File: config.mk
export PLATFORM = sky130hd
export DESIGN_NAME = pe_row_feeder
export DESIGN_NICKNAME = d
export VERILOG_FILES = /design/src/rtl/pe_pkg.sv /design/src/rtl/pe_row_feeder.sv
export SDC_FILE = /design/constraint.sdc
export NUM_CORES = 1
export LEC_CHECK = 0
export ABC_AREA = 1
export CORE_MARGIN = 2
export CORE_UTILIZATION = 25
export CTS_CLUSTER_SIZE = 16
export DETAILED_ROUTE_END_ITERATION = 6
export GPL_TIMING_DRIVEN = 0
export PLACE_DENSITY = 0.46
export SYNTH_ARGS = -nofsm -noshare
export SYNTH_HDL_FRONTEND = slang
export SYNTH_SLANG_ARGS = --single-unit
File: constraint.sdc
create_clock -name clk -period 3.8 [get_ports clk]
set_input_delay 0.76 -clock clk [delete_from_list [all_inputs] [get_ports clk]]
set_output_delay 0.76 -clock clk [all_outputs]
set_load 0.05 [all_outputs]
File: src/rtl/pe_pkg.sv
// -----------------------------------------------------------------------------
// pe_pkg
// Shared definitions for the row-stationary PE and its row feeder:
//   - default word width and row lengths (filter, ifmap, psum)
//   - word_t: one signed data word
//   - feeder_state_e: states of the feeder's job sequencer
// -----------------------------------------------------------------------------
package pe_pkg;

  localparam int PE_INWIDTH = 16;
  localparam int PE_FIL_S   = 3;
  localparam int PE_DI_W    = 7;
  localparam int PE_DO_W    = PE_DI_W - PE_FIL_S + 1;

  typedef logic signed [PE_INWIDTH-1:0] word_t;

  typedef enum logic [1:0] {
    ST_LOAD,   // accepting the job frame
    ST_START,  // one-cycle PE start pulse
    ST_WAIT,   // waiting for the PE result
    ST_DRAIN   // streaming the psum row out
  } feeder_state_e;

endpackage

File: src/rtl/pe_row_feeder.sv
// -----------------------------------------------------------------------------
// pe_row_feeder
// Deserialises one job frame (filter row, ifmap row, psum row) from the global
// buffer, presents the rows in parallel to one PE, pulses pe_start, captures
// the PE psum row on pe_done and serialises it back to the global buffer.
//
// Ports
//   clk, rst                    clock; asynchronous active-low reset
//   s_valid/s_ready/s_data/s_last  input word stream (frame of FIL_S+DI_W+DO_W)
//   pe_start                    one-cycle pulse: PE operands valid
//   pe_filter/pe_data/pe_psum   parallel rows to the PE (element i = word i)
//   pe_done/pe_result           PE result row, valid when pe_done=1
//   m_valid/m_ready/m_data/m_last  output psum stream (m_last on word DO_W-1)
//   err                         sticky framing error
// -----------------------------------------------------------------------------
module pe_row_feeder
  import pe_pkg::*;
#(
  parameter int INWIDTH = PE_INWIDTH,
  parameter int FIL_S   = PE_FIL_S,
  parameter int DI_W    = PE_DI_W,
  parameter int DO_W    = PE_DO_W
) (
  input  logic                            clk,
  input  logic                            rst,
  input  logic                            s_valid,
  output logic                            s_ready,
  input  logic [INWIDTH-1:0]              s_data,
  input  logic                            s_last,
  output logic                            pe_start,
  output logic [FIL_S-1:0][INWIDTH-1:0]   pe_filter,
  output logic [DI_W-1:0][INWIDTH-1:0]    pe_data,
  output logic [DO_W-1:0][INWIDTH-1:0]    pe_psum,
  input  logic                            pe_done,
  input  logic [DO_W-1:0][INWIDTH-1:0]    pe_result,
  output logic                            m_valid,
  input  logic                            m_ready,
  output logic [INWIDTH-1:0]              m_data,
  output logic                            m_last,
  output logic                            err
);

  localparam int N  = FIL_S + DI_W + DO_W;
  localparam int CW = $clog2(N + 1);
  localparam int KW = (DO_W > 1) ? $clog2(DO_W) : 1;

  feeder_state_e state, state_nxt;

  logic [CW-1:0]                  cnt;
  logic [KW-1:0]                  k;
  logic [DO_W-1:0][INWIDTH-1:0]   out_row;
  logic                           ready_en;   // holds s_ready low while in reset

  logic xfer, frame_end, frame_good, frame_bad, drain_last;

  assign xfer       = s_valid && s_ready;
  assign frame_end  = (cnt == CW'(N - 1));
  assign frame_good = xfer && s_last && frame_end;
  // Early s_last, or no s_last on the final slot, are both framing errors.
  assign frame_bad  = xfer && (s_last != frame_end);
  assign drain_last = (k == KW'(DO_W - 1));

  // State register
  always_ff @(posedge clk or negedge rst) begin
    if (!rst) state <= ST_LOAD;
    else      state <= state_nxt;
  end

  // Next-state logic
  always_comb begin
    // NOTE: assigning the default first means every path drives state_nxt,
    // so no latch is inferred.
    state_nxt = state;
    unique case (state)
      ST_LOAD:  if (frame_good)            state_nxt = ST_START;
      ST_START:                            state_nxt = ST_WAIT;
      ST_WAIT:  if (pe_done)               state_nxt = ST_DRAIN;
      ST_DRAIN: if (m_ready && drain_last) state_nxt = ST_LOAD;
      default:                             state_nxt = ST_LOAD;
    endcase
  end

  // Datapath: frame counter, row registers, drain index, error flag
  always_ff @(posedge clk or negedge rst) begin
    if (!rst) begin
      // NOTE: the row registers are few and must read 0 out of reset, so they
      // sit on the async reset like the control flops.
      ready_en  <= 1'b0;
      cnt       <= '0;
      k         <= '0;
      err       <= 1'b0;
      pe_filter <= '0;
      pe_data   <= '0;
      pe_psum   <= '0;
      out_row   <= '0;
    end else begin
      // NOTE: non-blocking assignments keep every flop sampling pre-edge values.
      ready_en <= 1'b1;
      unique case (state)
        ST_LOAD: begin
          if (xfer) begin
            for (int i = 0; i < FIL_S; i++)
              if (cnt == CW'(i)) pe_filter[i] <= s_data;
            for (int i = 0; i < DI_W; i++)
              if (cnt == CW'(FIL_S + i)) pe_data[i] <= s_data;
            for (int i = 0; i < DO_W; i++)
              if (cnt == CW'(FIL_S + DI_W + i)) pe_psum[i] <= s_data;
            if (frame_good || frame_bad) cnt <= '0;
            else                         cnt <= cnt + CW'(1);
            if (frame_bad) err <= 1'b1;
          end
        end
        ST_WAIT: begin
          k <= '0;
          if (pe_done) out_row <= pe_result;
        end
        ST_DRAIN: begin
          if (m_ready) k <= drain_last ? '0 : k + KW'(1);
        end
        default: ;
      endcase
    end
  end

  assign s_ready  = ready_en && (state == ST_LOAD);
  assign pe_start = (state == ST_START);
  assign m_valid  = (state == ST_DRAIN);
  assign m_data   = m_valid ? out_row[k] : '0;
  assign m_last   = m_valid && drain_last;

endmodule

Word-level counts from Yosys, hierarchy flattened
Cells that the tools add are included.

$add $sub $neg: 2. $lt $le $gt $ge: 1. Equal/unequal tests: 23. Multiplexer cells: 11. Reductions and logical operators: 31.

Operators with widths (number): $reduce_and A3 Y1 (17); $bmux W16 S3 (1); $mux W16 (2); $eq A4 B4 Y1 const B (7); $eq A4 B3 Y1 const B (4); $eq A4 B2 Y1 const B (2); $pmux W2 S4 (1); $logic_and A1 B1 Y1 (7); $mux W2 (3); $mux W3 (2); $pmux W3 S2 (1); $reduce_and A2 Y1 (3); $add A4 B1 Y4 const B (1); $eq A2 B2 Y1 const B (2); $eq A4 B1 Y1 const B (1); $logic_not A4 Y1 (1); $lt A3 B4 Y1 const B (1); $mux W4 (1); $ne A2 B1 Y1 const B (2); $ne A2 B2 Y1 const B (2); $add A3 B1 Y3 const B (1); $eq A3 B3 Y1 const B (1); $eq A2 B1 Y1 const B (1); $logic_not A2 Y1 (1); other kinds (3) (3).

Register bits: 331. Output and inout port bits: 261. Logic and storage cells: 93.

Logic depth before layout (Yosys ltp)
Gate-level depths: netlist (run 1).

Depth in word-level cells: 7. Mapped depth: 10.

Worst setup path before layout (run 1)
OpenSTA, ideal clock, no wires.

Path type: flip-flop to output port. Start point: register state[0]. End point: output m_last. Arrival: 2.137 ns. Data required time: 3.040 ns. Path slack: 0.903 ns. Stages on the path, launching flop included: 5. Buffers on the path: 1. Path through: dfrtp_1 ha_1 clkinv_1 clkbuf_1 nor2_1.

Longest elaborated chain between the ends: 2.

RTL lines: from (decl) (line pe_row_feeder.sv:47) `feeder_state_e state, state_nxt;`; from (signal assigned) (line pe_row_feeder.sv:66) `else state <= state_nxt;`; $eq A2 B2 Y1 (line pe_row_feeder.sv:127) `assign m_valid = (state == ST_DRAIN);`; net m_valid (line pe_row_feeder.sv:36) `output logic m_valid,`; $logic_and A1 B1 Y1 (line pe_row_feeder.sv:129) `assign m_last = m_valid && drain_last;`; to (decl) (line pe_row_feeder.sv:39) `output logic m_last,`.

The timed path passes the listed nets, and every way through them passes these cells.

Final worst setup path (run 1)
Start point: register k[0]. End point: output m_data[5].

Longest elaborated chain between the ends: 3.

RTL lines: from (decl) (line pe_row_feeder.sv:50) `logic [KW-1:0] k;`; from (signal assigned) (line pe_row_feeder.sv:118) `if (m_ready) k <= drain_last ? '0 : k + KW'(1);`; $bmux W16 S3 (line pe_row_feeder.sv:128) `assign m_data = m_valid ? out_row[k] : '0;`; $mux W16 (not written as such) (line pe_row_feeder.sv:128); $mux W16 (line pe_row_feeder.sv:128); to (decl) (line pe_row_feeder.sv:38) `output logic [INWIDTH-1:0] m_data,`.

No other way between the ends. The select of a mux whose other input is x is not followed.

==> results of run 1 <==
worst max path at each step:
| stage | slack [ps] | to |
|---|---|---|
| 6_report | 80 | m_data[5] |
| 5_1_grt | -140 | m_data[5] |
| 4_1_cts | -100 | m_data[9] |
| 3_5_place_dp | 420 | m_last |
| 3_3_place_gp | -13480 | pe_psum[16] |
| 2_1_floorplan | 900 | m_last |
where the power goes:
part / switching, W / internal (W) / total [W]
sequential: 0.000627 / 0.00467 / 0.00530
combinational: 0.00456 / 0.00239 / 0.00694
clock: 0.00156 / 0.00246 / 0.00402
total: 0.00675 / 0.00951 / 0.0163
logic make-up (layout without fill, tap and decap cells):
family                     after synthesis  after routing  synth area share
adders and majority gates               11             11           0.00996
xor gates and xnor gates                 1              1          0.000634
DFF                                    331            331             0.599
muxes                                   80             80            0.0652
and+or+nand+nor                        449            449             0.137
AOI/OAI and AO/OA                      298            298             0.135
buffers and inverters                  137            577            0.0526
other                                    1              1          0.000271
metrics by stage:
| stage | cells | hold WS (ps) | util |
|---|---|---|---|
| CTS | 2452 | 152 | 0.361 |
| finish | 2452 | 159 | 0.361 |
| global route | 2452 | 173 | 0.361 |
| detailed placement | 2377 | 473 | 0.335 |
| global placement | 2374 | 463 | 0.334 |
| floorplan | 1308 | 464 | - |
worst max-delay path, cell delays in order (launching register included):
cell	delay (ps)
dfrtp_1	370
clkbuf_1	220
inv_1	250
clkbuf_1	360
o21ai_0	180
nand3_1	130
nand2_1	60
inv_1	50
clkdlybuf4s50_1	790
synth_stat cells:
master and count:
a31o_2 1, buf_8 3, inv_2 4, nand3_1 22, nand3_4 1, a22oi_1 1
nor2_8 3, buf_6 15, ha_1 11, o21ai_0 117, clkinv_1 3, inv_1 43
or2_2 1, conb_1 1, nor2_4 12, nand2_1 170, a21oi_2 98, nand2_4 1
buf_4 12, dfrtp_1 331, clkbuf_1 40, nand2_2 4, o22ai_1 1, buf_2 17
mux2_2 80, nor2_1 233, xnor2_1 1, nand4_1 2, a21oi_1 80
per-layer routing:
| metal | vias up | share of wire |
|---|---|---|
| li1 | 5108 | - |
| met2 | 306 | 0.47 |
| met1 | 5376 | 0.43 |
| met4 | 4 | 0.016 |
| met3 | 55 | 0.087 |
| met5 | - | 0.00044 |
final cells by class:
class                   count  area share
well taps                 704      0.0444
plain buffers              87      0.0273
clock buffers              63      0.0626
clock inverters            12     0.00814
multi-input cells         840       0.243
inverters                  50     0.00947
repair buffers            365       0.187
flip-flops and latches    331       0.418
registers in the layout (all words and copies together) (netlist names):
| signal | flops |
|---|---|
| state | 2 |
| out_row | 80 |
| pe_psum | 80 |
| pe_filter | 48 |
| cnt | 4 |
| k | 3 |
| ready_en | 1 |
| pe_data | 112 |
| err | 1 |
repair_timing:
action,4_1_cts,5_1_grt
resized for setup,11,8
endpoints found under the setup margin,17,4
hold buffers,0,0
==> flow_summary_export.csv, run 1 <==
group,metric,value,unit
run_status,status,"finished, final reports clean",
global_routing,grt_pass1_vias,11165,
timing,setup_violations,0,
drt,ant_nets,0,
clock_tree,htreeDepth,2,
drt,drtIter0Drc,673,
global_routing,grt_busiest_layer,"met2",
drt,drc,0,
global_routing,gr-usage-met2,0.281,
timing,finalHoldViolCount,0,
finish,regArea,8280,µm²
worst_setup_path,start_kind,"register",
drt,vias,10849,
timing,max_freq,0.269,GHz
clock_tree,cts_buffers,41,
placement,hpwlAfterDp,35.8,mm
clock_tree,root_buffer,"clkbuf_16",
pwr,power,0.0163,W
yosys,yosysWarnings,0,
global_routing,grt_pass1_wl,73.4,mm
yosys,synth_area_leaders,"dfrtp_1 60%, mux2_2 6.5%, nor2_1 6.3%",
pwr,p_leak,8.89,nW
yosys,syn_inst,1308,
timing,min_period,3720,ps
yosys,synth_top_area_frac,0.599,
floorplan,start_util,0.252,
clock_tree,cts_tree,"built",
floorplan,die_h,239,µm
clock_tree,post-cts-setup-buffers,0,
worst_setup_path,crit_start,"k[0]",
worst_setup_path,critPathRequiredTime,3040,ps
timing,worst_clock_skew,9.25,ps
global_routing,grt_max_degree,109,
finish,multi_input_area,4810,µm²
worst_setup_path,rr_worst_depth,8,
clock_tree,clock_latency,560,ps
finish,nets,1829,
global_routing,track_usage,0.173,
worst_setup_path,critPathMaxFanout,10,
placement,port_buffers,362,
pwr,power_density,821,nW/µm²
finish,diodes,0,
min_path,min_path_type,"primary input to asynchronous set/reset pin",
timing,worstMarginPinSlew,1350,ps
yosys,yosysTopAreaCell,"dfrtp_1",
flow_run,max-cap-violations,0,
timing,fin_tns_setup,0,ps
timing,maxSlewHeadroom,0.0991,
drt,wire_per_inst,20.3,µm
clock_tree,clk_pin_slew_worst_paths,60,ps
timing,slew_violations,0,
finish,area_growth,43.4,%
worst_setup_path,crit_type,"register to output pin",
drt,wl,49.8,mm
global_routing,grt_use_met3,0.0611,
timing,fin_crit_sh,0.980,
worst_setup_path,worstPathArrival,2960,ps
placement,dp_slack,422,ps
worst_setup_path,worstReg2RegStart,"state[0]",
worst_setup_path,ff2ff_setup_slack,1660,ps
finish,drive_gt1_frac,0.185,
drt,vias_per_cell,4.42,
global_routing,grtUsageMet1,0.220,
global_routing,overflow,0,
worst_setup_path,r2r-end,"pe_psum[56]",
clock_tree,ctsLongestPathBuffers,3,
worst_setup_path,end_kind,"output pin",
yosys,syn_area,13800,µm²
floorplan,die_area,57200,µm²
pwr,peakVddDrop,0.000677,V
finish,final_common_cell,"clkdlybuf4s50_1",
yosys,ys_ff_latch,331,
yosys,synth_nets,1421,
finish,final_area,19800,µm²
yosys,syn_avg_cell_area,10.6,µm²
floorplan,fp.dieW,239,µm
finish,mostFrequentLayoutCells,"346 x clkdlybuf4s50_1, 331 x dfrtp_1, 232 x nor2_1, 170 x nand2_1, 117 x o21ai_0",
floorplan,core-area,54900,µm²
global_routing,grt_antenna_before_repair,2,
yosys,seq_area_frac_synth,0.599,
floorplan,rows,86,
finish,final.fill_count,5521,
yosys,synth.distinct_cells,29,
clock_tree,clock_sinks,331,
timing,post-route-worst-setup-slack,76.5,ps
timing,rsz0062_at_grt,"yes",
drt,firstDrtPassIters,5,
floorplan,ios,363,
placement,placed_area,18400,µm²
placement,routabilityCongestion,0.809,
(Power assumes the default switching activity.)
==> run 2: changes to the inputs <==
Settings changed: CAP_MARGIN set to 20.
==> flow_summary_export.csv, run 2 (synthesized netlist as in run 1, its figures left out) <==
group,metric,value,unit
timing,max_freq,0.273,GHz
timing,setup_violations,0,
clock_tree,cts_tree,"built",
clock_tree,ctsLongestPathBuffers,3,
global_routing,track_usage,0.174,
timing,hold_ws,145,ps
finish,drive_gt1_frac,0.192,
global_routing,grt_antenna_before_repair,1,
floorplan,core-area,54900,µm²
timing,maxSlewHeadroom,0.278,
min_path,min_path_type,"primary input to asynchronous set/reset pin",
drt,ant_nets,0,
drt,drc,0,
pwr,peakVddDrop,0.000667,V
timing,slew_violations,0,
floorplan,rows,86,
drt,vias,10919,
finish,largest_reg_flops,112,
timing,post-route-worst-setup-slack,137,ps
placement,dp.cells,2388,
timing,min_period,3660,ps
finish,diodes,0,
drt,drtIter0Drc,673,
global_routing,overflow,0,
finish,regMostFlops,"pe_data",
finish,mostFrequentLayoutCells,"347 x clkdlybuf4s50_1, 331 x dfrtp_1, 232 x nor2_1, 170 x nand2_1, 117 x o21ai_0",
worst_setup_path,slowest_stage,"clkdlybuf4s50_1",
timing,worst_clock_skew,37.4,ps
worst_setup_path,worstPathArrival,2900,ps
finish,fin_cells,2460,
flow_run,max-cap-violations,0,
global_routing,grt_pass1_wl,74.0,mm
timing,rsz0062_at_grt,"no",
timing,fin_crit_sh,0.964,
pwr,power_density,810,nW/µm²
worst_setup_path,crit_type,"register to output pin",
worst_setup_path,critPathRequiredTime,3040,ps
finish,final_common_cell,"clkdlybuf4s50_1",
clock_tree,clock_latency,580,ps
drt,wl,49.9,mm
worst_setup_path,worstPathCellList,"clkbuf_1 > inv_1 > clkbuf_2 > o21ai_0 > nand3_1 > nand2_1 > inv_1 > clkdlybuf4s50_1",
floorplan,die_h,239,µm
drt,vias_per_cell,4.44,
timing,finalHoldViolCount,0,
floorplan,fp.dieW,239,µm
worst_setup_path,critPathMaxStageDelay,690,ps
global_routing,grt_max_degree,109,
finish,reg_top3,"pe_data x112, out_row x80, pe_psum x80",
finish,nets,1840,
floorplan,start_util,0.252,
clock_tree,clock_sinks,331,
clock_tree,htreeDepth,2,
clock_tree,cts_buffers,40,
worst_setup_path,critPathMaxFanout,10,
placement,hpwlAfterDp,37.3,mm
clock_tree,root_buffer,"clkbuf_16",
placement,port_buffers,362,
global_routing,grt_pass1_vias,11322,
timing,worstMarginPinSlew,1080,ps
finish,area_growth,44.3,%
clock_tree,clk_pin_slew_worst_paths,60,ps
pwr,p_leak,8.91,nW
placement,routabilityCongestion,0.809,
worst_setup_path,path_common_cell,"inv_1",
floorplan,ios,363,
worst_setup_path,end_kind,"output pin",
drt,firstDrtPassIters,5,
worst_setup_path,start_kind,"register",
drt,wire_per_inst,20.3,µm
run_status,status,"finished, final reports clean",
floorplan,die_area,57200,µm²
placement,dp_slack,407,ps
run 2: changes by cell type in the layout (fill, tap and decap cells not counted), sizes merged:
cell           delta
buf              +11
clkbuf            -5
dlymetal6s2s      -3
bufinv            -2
clkinv            +2
dlygate4sd2       +2
clkdlybuf4s50     +1
clkinvlp          +1
inv               +1
run 2: metal layers:
layer  wire length (µm)  up-vias  track usage
li1                   -     5122            -
met1              21300     5391        0.220
met2              23100      331        0.279
met3               4340       73       0.0627
met4               1130        2       0.0500
met5                 13        -            0
run 2: report_power, final:
group          switching (W)  internal (W)
Combinational        0.00459       0.00240
Clock                0.00160       0.00226
Sequential          0.000626       0.00467
Total                0.00682       0.00933
run 2: repair_timing:
action / CTS / global route
pin swaps: 0 / 0
setup buffers: 0 / 0
hold buffers: 0 / 0
resized for setup: 15 / 3
endpoints found under the setup margin: 17 / 3
run 2: final cells by class:
type                       instances  area [µm²]
inverter                          50         188
sequential                       331        8280
multi-input combinational        840        4810
clock buffer                      57        1180
fill                            5532       34900
clock inverter                    14         153
buffer                            87         543
tap                              704         881
timing repair buffer             377        3900
run 2: path summary, 6_finish.rpt:
kind	from	endpoint	slack, ps	depth (start not counted)
max	k[0]	m_data[2]	140	8
min	rst	pe_data[60]	150	1
max reg2reg	state[1]	pe_psum[52]	1690	8
min reg2reg	err	err	480	1
max in group asynchronous	rst	pe_psum[20]	2690	2
min in group clk	err	err	480	1
run 2: critical path, delay by kind of cell, from the launching register on:
family / cells / cell delay [ps]
AO/OA/AOI/OAI: 1 / 210
flip-flops: 1 / 340
buffers and inverters: 5 / 1570
AND/OR/NAND/NOR: 2 / 230
run 2: per-stage QoR:
stage / utilization / total power, W / instance area, µm² / TNS [ps]
6_report: 0.363 / 0.0161 / 19900 / 0
5_1_grt: 0.363 / 0.0170 / 19900 / 0
4_1_cts: 0.363 / 0.0163 / 19900 / 0
3_5_place_dp: 0.339 / 0.0124 / 18600 / 0
3_3_place_gp: 0.334 / 0.0123 / 18300 / -4445270
2_1_floorplan: - / 0.00983 / 13800 / 0
==> run 3: changes to the inputs <==
Settings changed: CORE_MARGIN 2 to not set, SETUP_SLACK_MARGIN set to 0.02.
==> flow_summary_export.csv, run 3 (synthesized netlist as in run 1, its figures left out) <==
group,metric,value,unit
drt,dr.max_layer_used,"met4",
placement,routabilityCongestion,0.806,
finish,regMostFlops,"pe_data",
clock_tree,htreeDepth,2,
global_routing,grt_antenna_before_repair,0,
drt,wl_met1,21.8,mm
clock_tree,root_buffer,"clkbuf_16",
placement,dp.cells,2377,
clock_tree,post-cts-setup-buffers,0,
drt,wire_per_inst,20.6,µm
timing,min_period,3580,ps
drt,firstDrtPassIters,5,
finish,final_common_cell,"clkdlybuf4s50_1",
global_routing,grt_pass1_wl,75.0,mm
finish,final.fill_count,5483,
pwr,peakVddDrop,0.000538,V
worst_setup_path,end_kind,"output pin",
clock_tree,hold_buffers,0,
floorplan,die_area,56200,µm²
timing,post-route-worst-setup-slack,222,ps
drt,drtIter0Drc,473,
floorplan,rows,85,
clock_tree,ctsLongestPathBuffers,3,
floorplan,fp.dieW,237,µm
worst_setup_path,crit_type,"register to output pin",
placement,placed_area,18500,µm²
finish,fin_cells,2455,
timing,max_freq,0.280,GHz
global_routing,grt_max_degree,114,
drt,drc,0,
finish,diodes,0,
min_path,min_path_type,"primary input to asynchronous set/reset pin",
finish,area_growth,44.7,%
timing,rsz0062_at_grt,"no",
drt,wl_met3,4.21,mm
clock_tree,clock_sinks,331,
timing,finalHoldViolCount,0,
clock_tree,cts_tree,"built",
clock_tree,cts_buffers,41,
timing,slew_violations,0,
finish,mostFrequentLayoutCells,"347 x clkdlybuf4s50_1, 331 x dfrtp_1, 233 x nor2_1, 170 x nand2_1, 117 x o21ai_0",
timing,worstMarginPinSlew,1120,ps
placement,port_buffers,362,
floorplan,start_util,0.255,
global_routing,track_usage,0.180,
finish,reg_top3,"pe_data x112, out_row x80, pe_psum x80",
finish,final_area,20000,µm²
drt,wl_met2,23.6,mm
clock_tree,clock_latency,560,ps
clock_tree,clk_pin_slew_worst_paths,60,ps
timing,worst_clock_skew,18.6,ps
drt,vias_per_cell,4.44,
worst_setup_path,critPathRequiredTime,3040,ps
global_routing,overflow,0,
finish,nets,1839,
finish,largest_reg_flops,112,
drt,vias,10896,
finish,drive_gt1_frac,0.192,
pwr,power_density,823,nW/µm²
flow_run,max-cap-violations,0,
worst_setup_path,critPathMaxFanout,9,
global_routing,grt_pass1_vias,11445,
floorplan,core-area,54200,µm²
floorplan,ios,363,
timing,setup_violations,0,
timing,maxSlewHeadroom,0.255,
pwr,p_leak,8.94,nW
drt,ant_nets,0,
timing,fin_crit_sh,0.941,
drt,wl,50.5,mm
placement,hpwlAfterDp,37.1,mm
timing,fin_tns_setup,0,ps
floorplan,die_h,237,µm
run_status,status,"finished, final reports clean",
worst_setup_path,worstPathArrival,2820,ps
worst_setup_path,start_kind,"register",
placement,dp_slack,390,ps
-- run 3: critical path: stages (launching register included) --
cell	delay [ps]
dfrtp_1	340
buf_2	220
clkinv_1	320
nor2_1	190
o21ai_0	150
nand3_1	140
nand2_1	60
inv_1	50
clkdlybuf4s50_1	790
-- run 3: layout make-up --
| cell class | instances | area (µm²) | share of cell area |
|---|---|---|---|
| timing repair buffer | 375 | 3850 | 0.192 |
| inverter | 50 | 188 | 0.00939 |
| sequential | 331 | 8280 | 0.414 |
| multi-input combinational | 840 | 4810 | 0.241 |
| buffer | 87 | 543 | 0.0272 |
| clock buffer | 64 | 1280 | 0.0643 |
| tap | 696 | 871 | 0.0436 |
| clock inverter | 12 | 168 | 0.00839 |
-- run 3: stage by stage --
stage | total power (W) | hold WS, ps | util
after detailed placement | 0.0124 | 463 | 0.341
after global routing | 0.0174 | 319 | 0.369
final | 0.0165 | 269 | 0.369
after global placement | 0.0123 | 460 | 0.338
after CTS | 0.0167 | 301 | 0.368
after floorplan | 0.00983 | 464 | -
-- run 3: report_power, final --
group | switching, W | internal (W) | leakage (nW)
logic | 0.00460 | 0.00240 | 3.96
clock network | 0.00157 | 0.00259 | 0.721
registers | 0.000635 | 0.00467 | 4.26
total | 0.00681 | 0.00966 | 8.94
-- run 3: repair_timing --
action,4_1_cts,5_1_grt
endpoints found under the setup margin,17,9
gates resized for setup,13,6
hold endpoints to repair,0,0
-- run 3: metal layers --
layer  up-vias  global-route usage
met2       326               0.292
met3        58              0.0606
met1      5395               0.229
met4         0              0.0432
met5         -                   0
li1       5117                   -
-- run 3: path summary, 6_finish.rpt --
| check | startpoint | endpoint | slack [ps] | cells past startpoint |
|---|---|---|---|---|
| setup / recovery | k[1] | m_data[4] | 220 | 8 |
| max in group asynchronous | rst | pe_data[88] | 2390 | 2 |
| hold / removal | rst | pe_psum[19] | 270 | 1 |
| min in group clk | err | err | 460 | 1 |
| hold reg to reg | err | err | 460 | 1 |
| setup reg to reg | state[0] | pe_data[6] | 1750 | 8 |
